File: src/rtl/uart_tx_buf_pkg.sv
// Shared definitions for the buffered UART transmitter and its receive-side sibling:
// FSM state encoding, data width and the default bit period for the 50 MHz board clock.
// The PARITY state is only reachable when UART_TX_PARITY_EN is defined.
package uart_tx_buf_pkg;

    localparam int DATA_W               = 8;
    localparam int CLKS_PER_BIT_DEFAULT = 434;   // 50 MHz / 115200 baud

    typedef enum logic [2:0] {
        S_IDLE   = 3'd0,
        S_START  = 3'd1,
        S_DATA   = 3'd2,
        S_PARITY = 3'd3,
        S_STOP   = 3'd4
    } tx_state_e;

    // Even parity over one data byte: the bit that makes the total number of ones even.
    function automatic logic even_parity(input logic [DATA_W-1:0] b);
        return ^b;
    endfunction

endpackage

File: src/rtl/uart_tx_buf_if.sv
// Core-side write port of the UART transmitter plus its status and serial line.
// The core drives data/strobe (master); the transmitter owns full/busy/tx (slave).
interface uart_tx_buf_if;
    import uart_tx_buf_pkg::*;

    logic [DATA_W-1:0] data_in;
    logic              wr_en;
    logic              full;
    logic              busy;
    logic              tx;

    modport master (output data_in, output wr_en, input full, input busy, input tx);
    modport slave  (input data_in, input wr_en, output full, output busy, output tx);

endinterface

File: src/rtl/uart_tx_buf_sync_fifo.sv
// Single-clock FIFO with registered full flag and occupancy count.
// Head entry is presented combinationally; rd_en_i advances it on the next edge.
// A write while full is ignored; a simultaneous write and read leaves the count unchanged.
module uart_tx_buf_sync_fifo #(
    parameter int WIDTH      = 8,
    parameter int DEPTH_LOG2 = 2
) (
    input  logic                  clk,
    input  logic                  reset,
    input  logic                  wr_en_i,
    input  logic [WIDTH-1:0]      wr_data_i,
    input  logic                  rd_en_i,
    output logic [WIDTH-1:0]      rd_data_o,
    output logic                  full_o,
    output logic                  empty_o,
    output logic [DEPTH_LOG2:0]   count_o
);

    localparam int                    DEPTH     = 1 << DEPTH_LOG2;
    localparam logic [DEPTH_LOG2:0]   DEPTH_CNT = (DEPTH_LOG2 + 1)'(DEPTH);
    localparam logic [DEPTH_LOG2:0]   CNT_ONE   = (DEPTH_LOG2 + 1)'(1);
    localparam logic [DEPTH_LOG2-1:0] PTR_ONE   = DEPTH_LOG2'(1);

    logic [WIDTH-1:0]      mem_q [DEPTH];
    logic [DEPTH_LOG2-1:0] wr_ptr_q, wr_ptr_d;
    logic [DEPTH_LOG2-1:0] rd_ptr_q, rd_ptr_d;
    logic [DEPTH_LOG2:0]   count_q, count_d;
    logic                  full_q;
    logic                  push, pop;

    assign push = wr_en_i && !full_q;
    assign pop  = rd_en_i && (count_q != '0);

    // Next pointer and occupancy values from this cycle's push/pop.
    // NOTE: every variable gets a default before the case so no path leaves it unassigned (no latch).
    always_comb begin
        wr_ptr_d = wr_ptr_q;
        rd_ptr_d = rd_ptr_q;
        count_d  = count_q;
        if (push) wr_ptr_d = wr_ptr_q + PTR_ONE;
        if (pop)  rd_ptr_d = rd_ptr_q + PTR_ONE;
        unique case ({push, pop})
            2'b10:   count_d = count_q + CNT_ONE;
            2'b01:   count_d = count_q - CNT_ONE;
            default: count_d = count_q;
        endcase
    end

    // Control state: pointers, count and the full flag move together on one edge.
    // NOTE: sequential state uses non-blocking assignments so all registers see pre-edge values.
    always_ff @(posedge clk) begin
        if (reset) begin
            wr_ptr_q <= '0;
            rd_ptr_q <= '0;
            count_q  <= '0;
            full_q   <= 1'b0;
        end else begin
            wr_ptr_q <= wr_ptr_d;
            rd_ptr_q <= rd_ptr_d;
            count_q  <= count_d;
            full_q   <= (count_d == DEPTH_CNT);
        end
    end

    // Storage array: written on an accepted push.
    // NOTE: the array is deliberately not reset; entries are only read once the count covers them.
    always_ff @(posedge clk) begin
        if (push) mem_q[wr_ptr_q] <= wr_data_i;
    end

    assign rd_data_o = mem_q[rd_ptr_q];
    assign full_o    = full_q;
    assign empty_o   = (count_q == '0);
    assign count_o   = count_q;

endmodule

File: src/rtl/uart_tx_buf.sv
// Buffered UART transmitter, 8N1 LSB first (8E1 when UART_TX_PARITY_EN is defined).
// Bytes written through the bus are queued in a small FIFO and serialised onto tx.
// tx is registered from the current FSM state, so the line lags the state by one clock;
// a byte written into an idle block therefore starts its start bit two edges later.
module uart_tx_buf
    import uart_tx_buf_pkg::*;
#(
    parameter int CLKS_PER_BIT    = CLKS_PER_BIT_DEFAULT,
    parameter int FIFO_DEPTH_LOG2 = 2
) (
    input  logic          clk,
    input  logic          reset,
    uart_tx_buf_if.slave  bus
);

    localparam int                BAUD_W    = (CLKS_PER_BIT > 1) ? $clog2(CLKS_PER_BIT) : 1;
    localparam logic [BAUD_W-1:0] BAUD_LAST = BAUD_W'(CLKS_PER_BIT - 1);
    localparam logic [BAUD_W-1:0] BAUD_ONE  = BAUD_W'(1);

    tx_state_e           state_q, state_d;
    logic [BAUD_W-1:0]   baud_q, baud_d;
    logic [2:0]          bit_q, bit_d;
    logic [DATA_W-1:0]   shift_q, shift_d;
    logic                tx_q, tx_d;
    logic                busy_q, busy_d;
    logic                baud_done;
    logic                pop;
    logic                push;
    logic [DATA_W-1:0]   fifo_data;
    logic                fifo_full, fifo_empty;
    logic [FIFO_DEPTH_LOG2:0] fifo_count;
`ifdef UART_TX_PARITY_EN
    logic                parity_q, parity_d;
`endif

    uart_tx_buf_sync_fifo #(
        .WIDTH      (DATA_W),
        .DEPTH_LOG2 (FIFO_DEPTH_LOG2)
    ) u_fifo (
        .clk       (clk),
        .reset     (reset),
        .wr_en_i   (bus.wr_en),
        .wr_data_i (bus.data_in),
        .rd_en_i   (pop),
        .rd_data_o (fifo_data),
        .full_o    (fifo_full),
        .empty_o   (fifo_empty),
        .count_o   (fifo_count)
    );

    assign push      = bus.wr_en && !fifo_full;
    assign baud_done = (baud_q == BAUD_LAST);

    // Frame sequencer: every state change reloads the baud counter so each bit lasts exactly
    // CLKS_PER_BIT cycles; the end of STOP chains straight into the next START when data waits.
    always_comb begin
        state_d = state_q;
        baud_d  = baud_q + BAUD_ONE;
        bit_d   = bit_q;
        shift_d = shift_q;
        pop     = 1'b0;
`ifdef UART_TX_PARITY_EN
        parity_d = parity_q;
`endif
        unique case (state_q)
            S_IDLE: begin
                baud_d = '0;
                if (!fifo_empty) begin
                    pop     = 1'b1;
                    shift_d = fifo_data;
`ifdef UART_TX_PARITY_EN
                    parity_d = even_parity(fifo_data);
`endif
                    state_d = S_START;
                end
            end
            S_START: begin
                if (baud_done) begin
                    baud_d  = '0;
                    bit_d   = '0;
                    state_d = S_DATA;
                end
            end
            S_DATA: begin
                if (baud_done) begin
                    baud_d  = '0;
                    shift_d = shift_q >> 1;
                    if (bit_q == 3'd7) begin
`ifdef UART_TX_PARITY_EN
                        state_d = S_PARITY;
`else
                        state_d = S_STOP;
`endif
                    end else begin
                        bit_d = bit_q + 3'd1;
                    end
                end
            end
`ifdef UART_TX_PARITY_EN
            S_PARITY: begin
                if (baud_done) begin
                    baud_d  = '0;
                    state_d = S_STOP;
                end
            end
`endif
            S_STOP: begin
                if (baud_done) begin
                    baud_d = '0;
                    if (!fifo_empty) begin
                        pop     = 1'b1;
                        shift_d = fifo_data;
`ifdef UART_TX_PARITY_EN
                        parity_d = even_parity(fifo_data);
`endif
                        state_d = S_START;
                    end else begin
                        state_d = S_IDLE;
                    end
                end
            end
            default: begin
                baud_d  = '0;
                state_d = S_IDLE;
            end
        endcase
    end

    // Line level for the state currently being held; registered on the next edge.
    always_comb begin
        tx_d = 1'b1;
        unique case (state_q)
            S_START:  tx_d = 1'b0;
            S_DATA:   tx_d = shift_q[0];
`ifdef UART_TX_PARITY_EN
            S_PARITY: tx_d = parity_q;
`endif
            default:  tx_d = 1'b1;
        endcase
    end

    // Busy covers queued data, a frame in the FSM, and the final registered stop-bit cycle
    // (state already back in IDLE while tx still holds the last stop period).
    always_comb begin
        busy_d = (state_q != S_IDLE) || (state_d != S_IDLE) || (fifo_count != '0) || push;
    end

    // State, counters, shift register and registered outputs; reset aborts any frame in flight.
    always_ff @(posedge clk) begin
        if (reset) begin
            state_q <= S_IDLE;
            baud_q  <= '0;
            bit_q   <= '0;
            shift_q <= '0;
            tx_q    <= 1'b1;
            busy_q  <= 1'b0;
`ifdef UART_TX_PARITY_EN
            parity_q <= 1'b0;
`endif
        end else begin
            state_q <= state_d;
            baud_q  <= baud_d;
            bit_q   <= bit_d;
            shift_q <= shift_d;
            tx_q    <= tx_d;
            busy_q  <= busy_d;
`ifdef UART_TX_PARITY_EN
            parity_q <= parity_d;
`endif
        end
    end

    assign bus.tx   = tx_q;
    assign bus.busy = busy_q;
    assign bus.full = fifo_full;

endmodule

File: src/flat_wrapper.sv
// flat-port wrapper written by rule: the top's interface ports become plain ports
module uart_tx_buf_flat import uart_tx_buf_pkg::*;
#(
    parameter int CLKS_PER_BIT    = CLKS_PER_BIT_DEFAULT,
    parameter int FIFO_DEPTH_LOG2 = 2
)
  (clk, reset, bus_data_in, bus_wr_en, bus_full, bus_busy, bus_tx);
  uart_tx_buf_if bus_i ();
  input  logic clk;
  input  logic reset;
  input wire logic [$bits(bus_i.data_in)-1:0] bus_data_in;
  input wire logic [$bits(bus_i.wr_en)-1:0] bus_wr_en;
  output wire logic [$bits(bus_i.full)-1:0] bus_full;
  output wire logic [$bits(bus_i.busy)-1:0] bus_busy;
  output wire logic [$bits(bus_i.tx)-1:0] bus_tx;
  assign bus_i.data_in = bus_data_in;
  assign bus_i.wr_en = bus_wr_en;
  assign bus_full = bus_i.full;
  assign bus_busy = bus_i.busy;
  assign bus_tx = bus_i.tx;
  uart_tx_buf #(.CLKS_PER_BIT(CLKS_PER_BIT), .FIFO_DEPTH_LOG2(FIFO_DEPTH_LOG2)) u_core (.clk(clk), .reset(reset), .bus(bus_i));
endmodule
File: config.mk
export PLATFORM = sky130hd
export DESIGN_NAME = uart_tx_buf_flat
export DESIGN_NICKNAME = d
export VERILOG_FILES = /design/src/rtl/uart_tx_buf_pkg.sv /design/src/rtl/uart_tx_buf_if.sv /design/src/rtl/uart_tx_buf_sync_fifo.sv /design/src/rtl/uart_tx_buf.sv /design/src/flat_wrapper.sv
export SDC_FILE = /design/constraint.sdc
export NUM_CORES = 1
export LEC_CHECK = 0
export ABC_CLOCK_PERIOD_IN_PS = 8800
export BUFFER_PORTS_ARGS = -buffer_cell sky130_fd_sc_hd__buf_2
export CAP_MARGIN = 25
export CORE_MARGIN = 2
export CORE_UTILIZATION = 61
export DETAILED_ROUTE_END_ITERATION = 8
export HOLD_SLACK_MARGIN = 0.15
export PLACE_DENSITY = 0.79
export SLEW_MARGIN = 10
export SYNTH_ARGS = -nofsm -noshare
export SYNTH_HDL_FRONTEND = slang
export SYNTH_SLANG_ARGS = --single-unit
File: constraint.sdc
create_clock -name clk -period 8.8 [get_ports clk]
set_clock_uncertainty 0.2 [all_clocks]
set_input_delay 0.88 -clock clk [delete_from_list [all_inputs] [get_ports clk]]
set_output_delay 0.88 -clock clk [all_outputs]
set_load 0.005 [all_outputs]
[Yosys cells after proc, flatten, opt, wreduce, memory -nomap -nowiden]
Memories as Yosys holds them, arrays and structs flattened. A register that Yosys moved wholly into a read port is not among the register bits.
Index checks and enable logic that the tools add are counted.
Word-level totals
  bits in latches: 0
  memory bits (read-only): 0
  flip-flop bits (word level): 33
  memories kept: 1
  word-level logic and storage cells: 71
  memory bits (writable): 32
Cells by class
  reduce and logical (&&, ||, !) cells: 17
  $lt $le $gt $ge: 0
  bitwise operators: 1
  divide/modulo/power cells: 0
  equal/unequal tests: 12
  add/subtract/negate cells: 6
  mux-type cells: 24
  shift-type cells: 0
  $mul: 0
Memory list
  u_core.u_fifo.mem_q: words 4, width 8, rd ports 1, clocked after Yosys merged registers in 1, wr ports 1, line uart_tx_buf_sync_fifo.sv:24  | logic [WIDTH-1:0] mem_q [DEPTH];
Operators with widths (count)
  two-way mux 3 bit: 8
  two-way mux 8 bit: 3
  one-hot mux 8 bit (3 select lines): 1
  one-hot mux 3 bit (2 select lines): 2
  one-hot mux 3 bit (4 select lines): 1
  nonzero test 3 bit: 4
  adder 9 x 1 -> 9 bit (second input constant): 1
  equality test 3 bit (second input constant): 3
  equality test 9 bit (second input constant): 1
  adder 3 x 1 -> 3 bit (second input constant): 2
  logical NOT 3 bit: 2
  inequality test 2 x 1 -> 1 bit (second input constant): 3
  OR reduction 3 bit: 2
  two-way mux 1 bit: 5
  adder 2 x 1 -> 2 bit (second input constant): 2
  two-way mux 2 bit: 2
  one-hot mux 1 bit (2 select lines): 2
  AND reduction 4 bit: 1
  equality test 3 x 1 -> 1 bit (second input constant): 1
  equality test 3 x 2 -> 1 bit (second input constant): 1
  logical OR 1 bit: 3
  AND reduction 3 bit: 1
  subtractor 3 x 1 -> 3 bit (second input constant): 1
  equality test 2 x 1 -> 1 bit (second input constant): 1
  6 further kinds: 7

[Logic depth before layout (Yosys ltp)]
  word-level depth: 8
  depth in mapped cells: 11
  gate-level depth less buffers: 11

[By module]
A second synthesis with hierarchy kept.
Second synthesis, totals
  cell total of the unflattened synthesis: 244
  area total of the unflattened synthesis: 2912.8 um^2
Modules (own cells, without submodules)
  uart_tx_buf_sync_fifo: cells each 98, sequential area each 1161.1 um^2, area each 1667.8 um^2, instances 1
  uart_tx_buf: cells each 146, sequential area each 500.5 um^2, area each 1244.9 um^2, instances 1

[Least setup slack after synthesis]
Ideal clock, no wire load.
  path kind: in2reg
  from: input bus_wr_en
  to: register u_core.u_fifo.full_q (netlist: u_core.u_fifo.full_o)
  arrival time: 2582 ps
  data required time: 8535 ps
  buffers on the path: 1
  stages: 9
  setup slack: 5953 ps
  cells stage by stage: nor2b_1 > clkbuf_1 > inv_1 > ha_1 > fa_1 > xnor2_1 > or3_1 > a21oi_1 > nor2b_1
Between the ends
  longest elaborated chain between the ends: 4
  elaborated cells on any way between the ends: 5
  classes of those cells: eq/ne: 3; mux: 1; reduce/logical: 1
Ends and longest elaborated chain
  from (decl): line flat_wrapper.sv:12  | input wire logic [$bits(bus_i.wr_en)-1:0] bus_wr_en;
  logical AND 1 bit (*): line uart_tx_buf_sync_fifo.sv:31  | assign push = wr_en_i && !full_q;
  equality test 2 x 1 -> 1 bit / equality test 2 bit (equally long branches): line uart_tx_buf_sync_fifo.sv:42  | unique case ({push, pop})
  one-hot mux 3 bit (2 select lines) (*): line uart_tx_buf_sync_fifo.sv:42
  equality test 3 bit (*): line uart_tx_buf_sync_fifo.sv:61  | full_q <= (count_d == DEPTH_CNT);
  to (signal assigned): line uart_tx_buf_sync_fifo.sv:61
  to (decl): line uart_tx_buf_sync_fifo.sv:28  | logic full_q;
Every way passes the cells marked *; elsewhere a longest branch is shown, timed or not.
A chain may end at the register's enable or synchronous reset.

[Worst setup path in the final report]
  from: register u_core.baud_q[1]
  to: register u_core.u_fifo.full_q (netlist: u_core.u_fifo.full_o)
Between the ends
  longest elaborated chain between the ends: 7
  elaborated cells on any way between the ends: 8
  classes of those cells: eq/ne: 4; mux: 3; reduce/logical: 1
Ends and longest elaborated chain
  from (decl): line uart_tx_buf.sv:21  | logic [BAUD_W-1:0] baud_q, baud_d;
  from (signal assigned): line uart_tx_buf.sv:162  | baud_q <= baud_d;
  equality test 9 bit (*): line uart_tx_buf.sv:52  | assign baud_done = (baud_q == BAUD_LAST);
  two-way mux 1 bit (*): line uart_tx_buf.sv:108  | if (baud_done) begin
  one-hot mux 1 bit (2 select lines) (*): line uart_tx_buf.sv:65  | unique case (state_q)
  logical AND 1 bit (*): line uart_tx_buf_sync_fifo.sv:32  | assign pop = rd_en_i && (count_q != '0);
  equality test 2 x 1 -> 1 bit / equality test 2 bit (equally long branches): line uart_tx_buf_sync_fifo.sv:42
  one-hot mux 3 bit (2 select lines) (*): line uart_tx_buf_sync_fifo.sv:42
  equality test 3 bit (*): line uart_tx_buf_sync_fifo.sv:61
Marked as above.

==> metrics.txt <==
area delta synth->final 9.679%; commonest cells in the netlist dfxtp_1, edfxtp_1, nor2_1, a211oi_1, inv_1; Worst R2R Setup Slack 5.77 ns; DRT Wirelength roughly 4500 µm; Worst VDD drop 0.2440 mV; worst setup path category register to register; cell area power density 289.3 mW/mm²; Worst R2R End u_core.u_fifo.full_o$_SDFF_PP0_; clk_lat worst skew 0.33 ns; max cap viols 0; maximum root-to-sink buffer count 2; Avg WL per Cell approximately 15 µm; reg2reg path depth 11; core area about 0.0047 mm²; Comb pwr share 24.8%; HP Start u_core.shift_q[4]$_SDFFE_PP0P_; Post-CTS Hold Buffers 0; vias in the first global route 1,621; synth top area cells edfxtp_1, dfxtp_1, a211oi_1; #FFs+latches synth 67; Pins Over Slew Limit 0; switching share of total power 29.08%; Syn Inst Count 236; RR Startpoint u_core.baud_q[1]$_SDFF_PP0_; Synth Cell Area 0.002960 mm²; CP cell instances inv_1 -> ha_1 -> and4b_2 -> a21oi_1 -> nor4_4 -> ha_1 -> fa_1 -> xnor2_1 -> or3_1 -> a21oi_1 -> nor2b_1; status completed; clock share of power 28.9%; syn avg cell area 12.54 µm²; net load switching power between 200 and 300 µW; remaining routing DRC violations 0; Synth cell types 45; gpl congestion 0.7352; Antenna Nets Post-Route 0; setup TNS 0 ns; CTS tree built; Sink Count 67; Worst EP arrival just over 3 ns; CP Launch Type register; Clk pin slew, worst setup/hold paths ~0.07 ns; die width ~74 µm; Critical-path top delay cell a21oi_1; initial antenna violation count 0; sequential fraction of design power a little under half; Main synth FF type dfxtp_1; DP HPWL 3037 µm; worst min path class register to register; DRT iter0 DRCs 88; filler instances between 300 and 400; DR vias/cell 5.778; Post-synth EDFFs 32; Internal Pwr Total between 600 and 700 µW; Final Hold Viols 0; sequential area share after synthesis 56.13%; RSZ-0062 raised after global routing false; hold path depth 2; initial core utilization 63.09%; DRT Pass-1 Iters 4; leading area contributor after synthesis edfxtp_1; CP Max Fanout 6; final setup fails 0; Vias 1,768; Post-Syn Nets 257; top-count cell post-synth dfxtp_1; CP endpoint kind register; ant diodes 0; Tcrit/Tclk final 34.42%; H-tree levels 3; post-CTS sizing 0; Root Driver clkbuf_8; Slew @ Worst Pin 0.7463 ns; largest net degree at the start of global routing 28; Fmax 0.3302 GHz; share of the synthesized area in the top cell type between 30 and 40%; # Post-CTS Setup Buffers 0; Yosys warning total 0; Num CTS Buffers 9; layout cell share with drive strength beyond 1 19.44%; Die Area 0.005427 mm²; number of core rows 25; CP required 8.87 ns; GR Overflow Total 0; first-pass GRT wire length 7541 µm; Hold Worst Slack roughly 0.25 ns; Leak Pwr between 0.001 and 0.0015 µW; Worst Hold Endpoint u_core.shift_q[4]$_SDFFE_PP0P_; final net count 269; minimum clock period 3.029 ns; relative slew slack 50.18%; Final Util about 69%; die extent in y about 74 µm; I/O pins 14; CP peak stage delay approximately 0.42 ns; GR Util All Layers 18.88%; Port Buf Inserts 13; Synth async-reset ratio 0%
## cell families (layout without fill, tap and decap cells)
group / after synthesis / count (layout) / share of synthesized area [%]
buf+inv: 26 / 42 / 3.931
flops: 67 / 67 / 56.13
fa+ha+maj: 10 / 10 / 4.480
compound gates: 38 / 38 / 8.115
simple gates: 64 / 64 / 13.19
xor+xnor: 11 / 11 / 3.255
mux: 20 / 20 / 10.90
## flip-flops by register name (all words and copies together), names as in the netlist, 2 cells and up, named ones only
signal / flops
u_core.baud_q: 9
u_core.u_fifo.count_o: 3
u_core.bit_q: 3
u_core.shift_q: 8
u_core.u_fifo.mem_q: 32
u_core.u_fifo.wr_ptr_q: 2
u_core.u_fifo.rd_ptr_q: 2
u_core.state_q: 3
## worst max-delay path: cells and delay by family (launching register included)
| family | cells | cell delay (ns) |
|---|---|---|
| compound gates | 2 | 0.59 |
| xor+xnor | 1 | 0.14 |
| fa+ha+maj | 3 | 0.81 |
| buf+inv | 1 | 0.05 |
| flops | 1 | 0.35 |
| simple gates | 4 | 0.84 |
## layout make-up
class / count / area, µm² / area share, %
repair buffers: 14 / 72.57 / 2.235
multi-input cells: 143 / 1182 / 36.42
clock buffers: 9 / 123.9 / 3.815
inverters: 13 / 48.80 / 1.503
flip-flops and latches: 67 / 1662 / 51.18
well taps: 54 / 67.56 / 2.081
clock inverters: 6 / 90.09 / 2.775
## power groups by stage
stage | combinational, µW | clock [µW] | sequential [µW]
6_report | 233 | 272 | 435
5_1_grt | 261 | 292 | 445
4_1_cts | 235 | 278 | 435
3_5_place_dp | 234 | 0 | 441
3_3_place_gp | 230 | 0 | 440
2_1_floorplan | 227 | 0 | 412
## through the flow
| stage | worst slack, ns | instance area (µm²) | cells | total power, µW |
|---|---|---|---|---|
| after floorplan | 5.953 | 2960 | 236 | 639.2 |
| after global placement | 5.737 | 3033 | 291 | 670.0 |
| after detailed placement | 5.565 | 3033 | 291 | 675.0 |
| after CTS | 5.758 | 3247 | 306 | 948.5 |
| after global routing | 5.547 | 3247 | 306 | 998.2 |
| final | 5.771 | 3247 | 306 | 939.2 |
## per-layer routing
layer  up-vias  wire length [µm]  GRT usage [%]
li1        888                 -              -
met1       842              2138          24.77
met2        31              2161          29.27
met3         7               163          7.407
met4         0                61          5.455
met5         -                 0              0
## placed cells by master (no fill, tap or decap), types with 2 or more instances in the layout
cell type and instances:
inv_1 13, mux2i_1 3, dfxtp_1 35, nand2_1 6, nor2_1 21, mux4_2 5, or3_1 2, clkbuf_8 9
and3_1 3, bufinv_16 2, o21ai_0 7, edfxtp_1 32, nor4b_1 2, ha_1 9, nand3_1 4, buf_2 13
mux2_2 9, xnor2_1 8, a21o_1 2, nand4_1 2, a21oi_1 11, a211oi_1 15, and2_1 6, nand2b_1 2
nor2b_1 3, mux4_1 3, xor2_1 3
## worst max path at each step
| stage | start | end | slack (ns) | cells after the start |
|---|---|---|---|---|
| detailed placement | bus_wr_en | u_core.u_fifo.full_o$_SDFF_PP0_ | 5.56 | 9 |
| CTS | u_core.baud_q[1]$_SDFF_PP0_ | u_core.u_fifo.full_o$_SDFF_PP0_ | 5.76 | 11 |
| global placement | bus_wr_en | u_core.u_fifo.full_o$_SDFF_PP0_ | 5.74 | 9 |
| finish | u_core.baud_q[1]$_SDFF_PP0_ | u_core.u_fifo.full_o$_SDFF_PP0_ | 5.77 | 11 |
| floorplan | bus_wr_en | u_core.u_fifo.full_o$_SDFF_PP0_ | 5.95 | 9 |
| global route | u_core.baud_q[1]$_SDFF_PP0_ | u_core.u_fifo.full_o$_SDFF_PP0_ | 5.55 | 11 |
No activity file was read; power rests on OpenSTA's default activity.
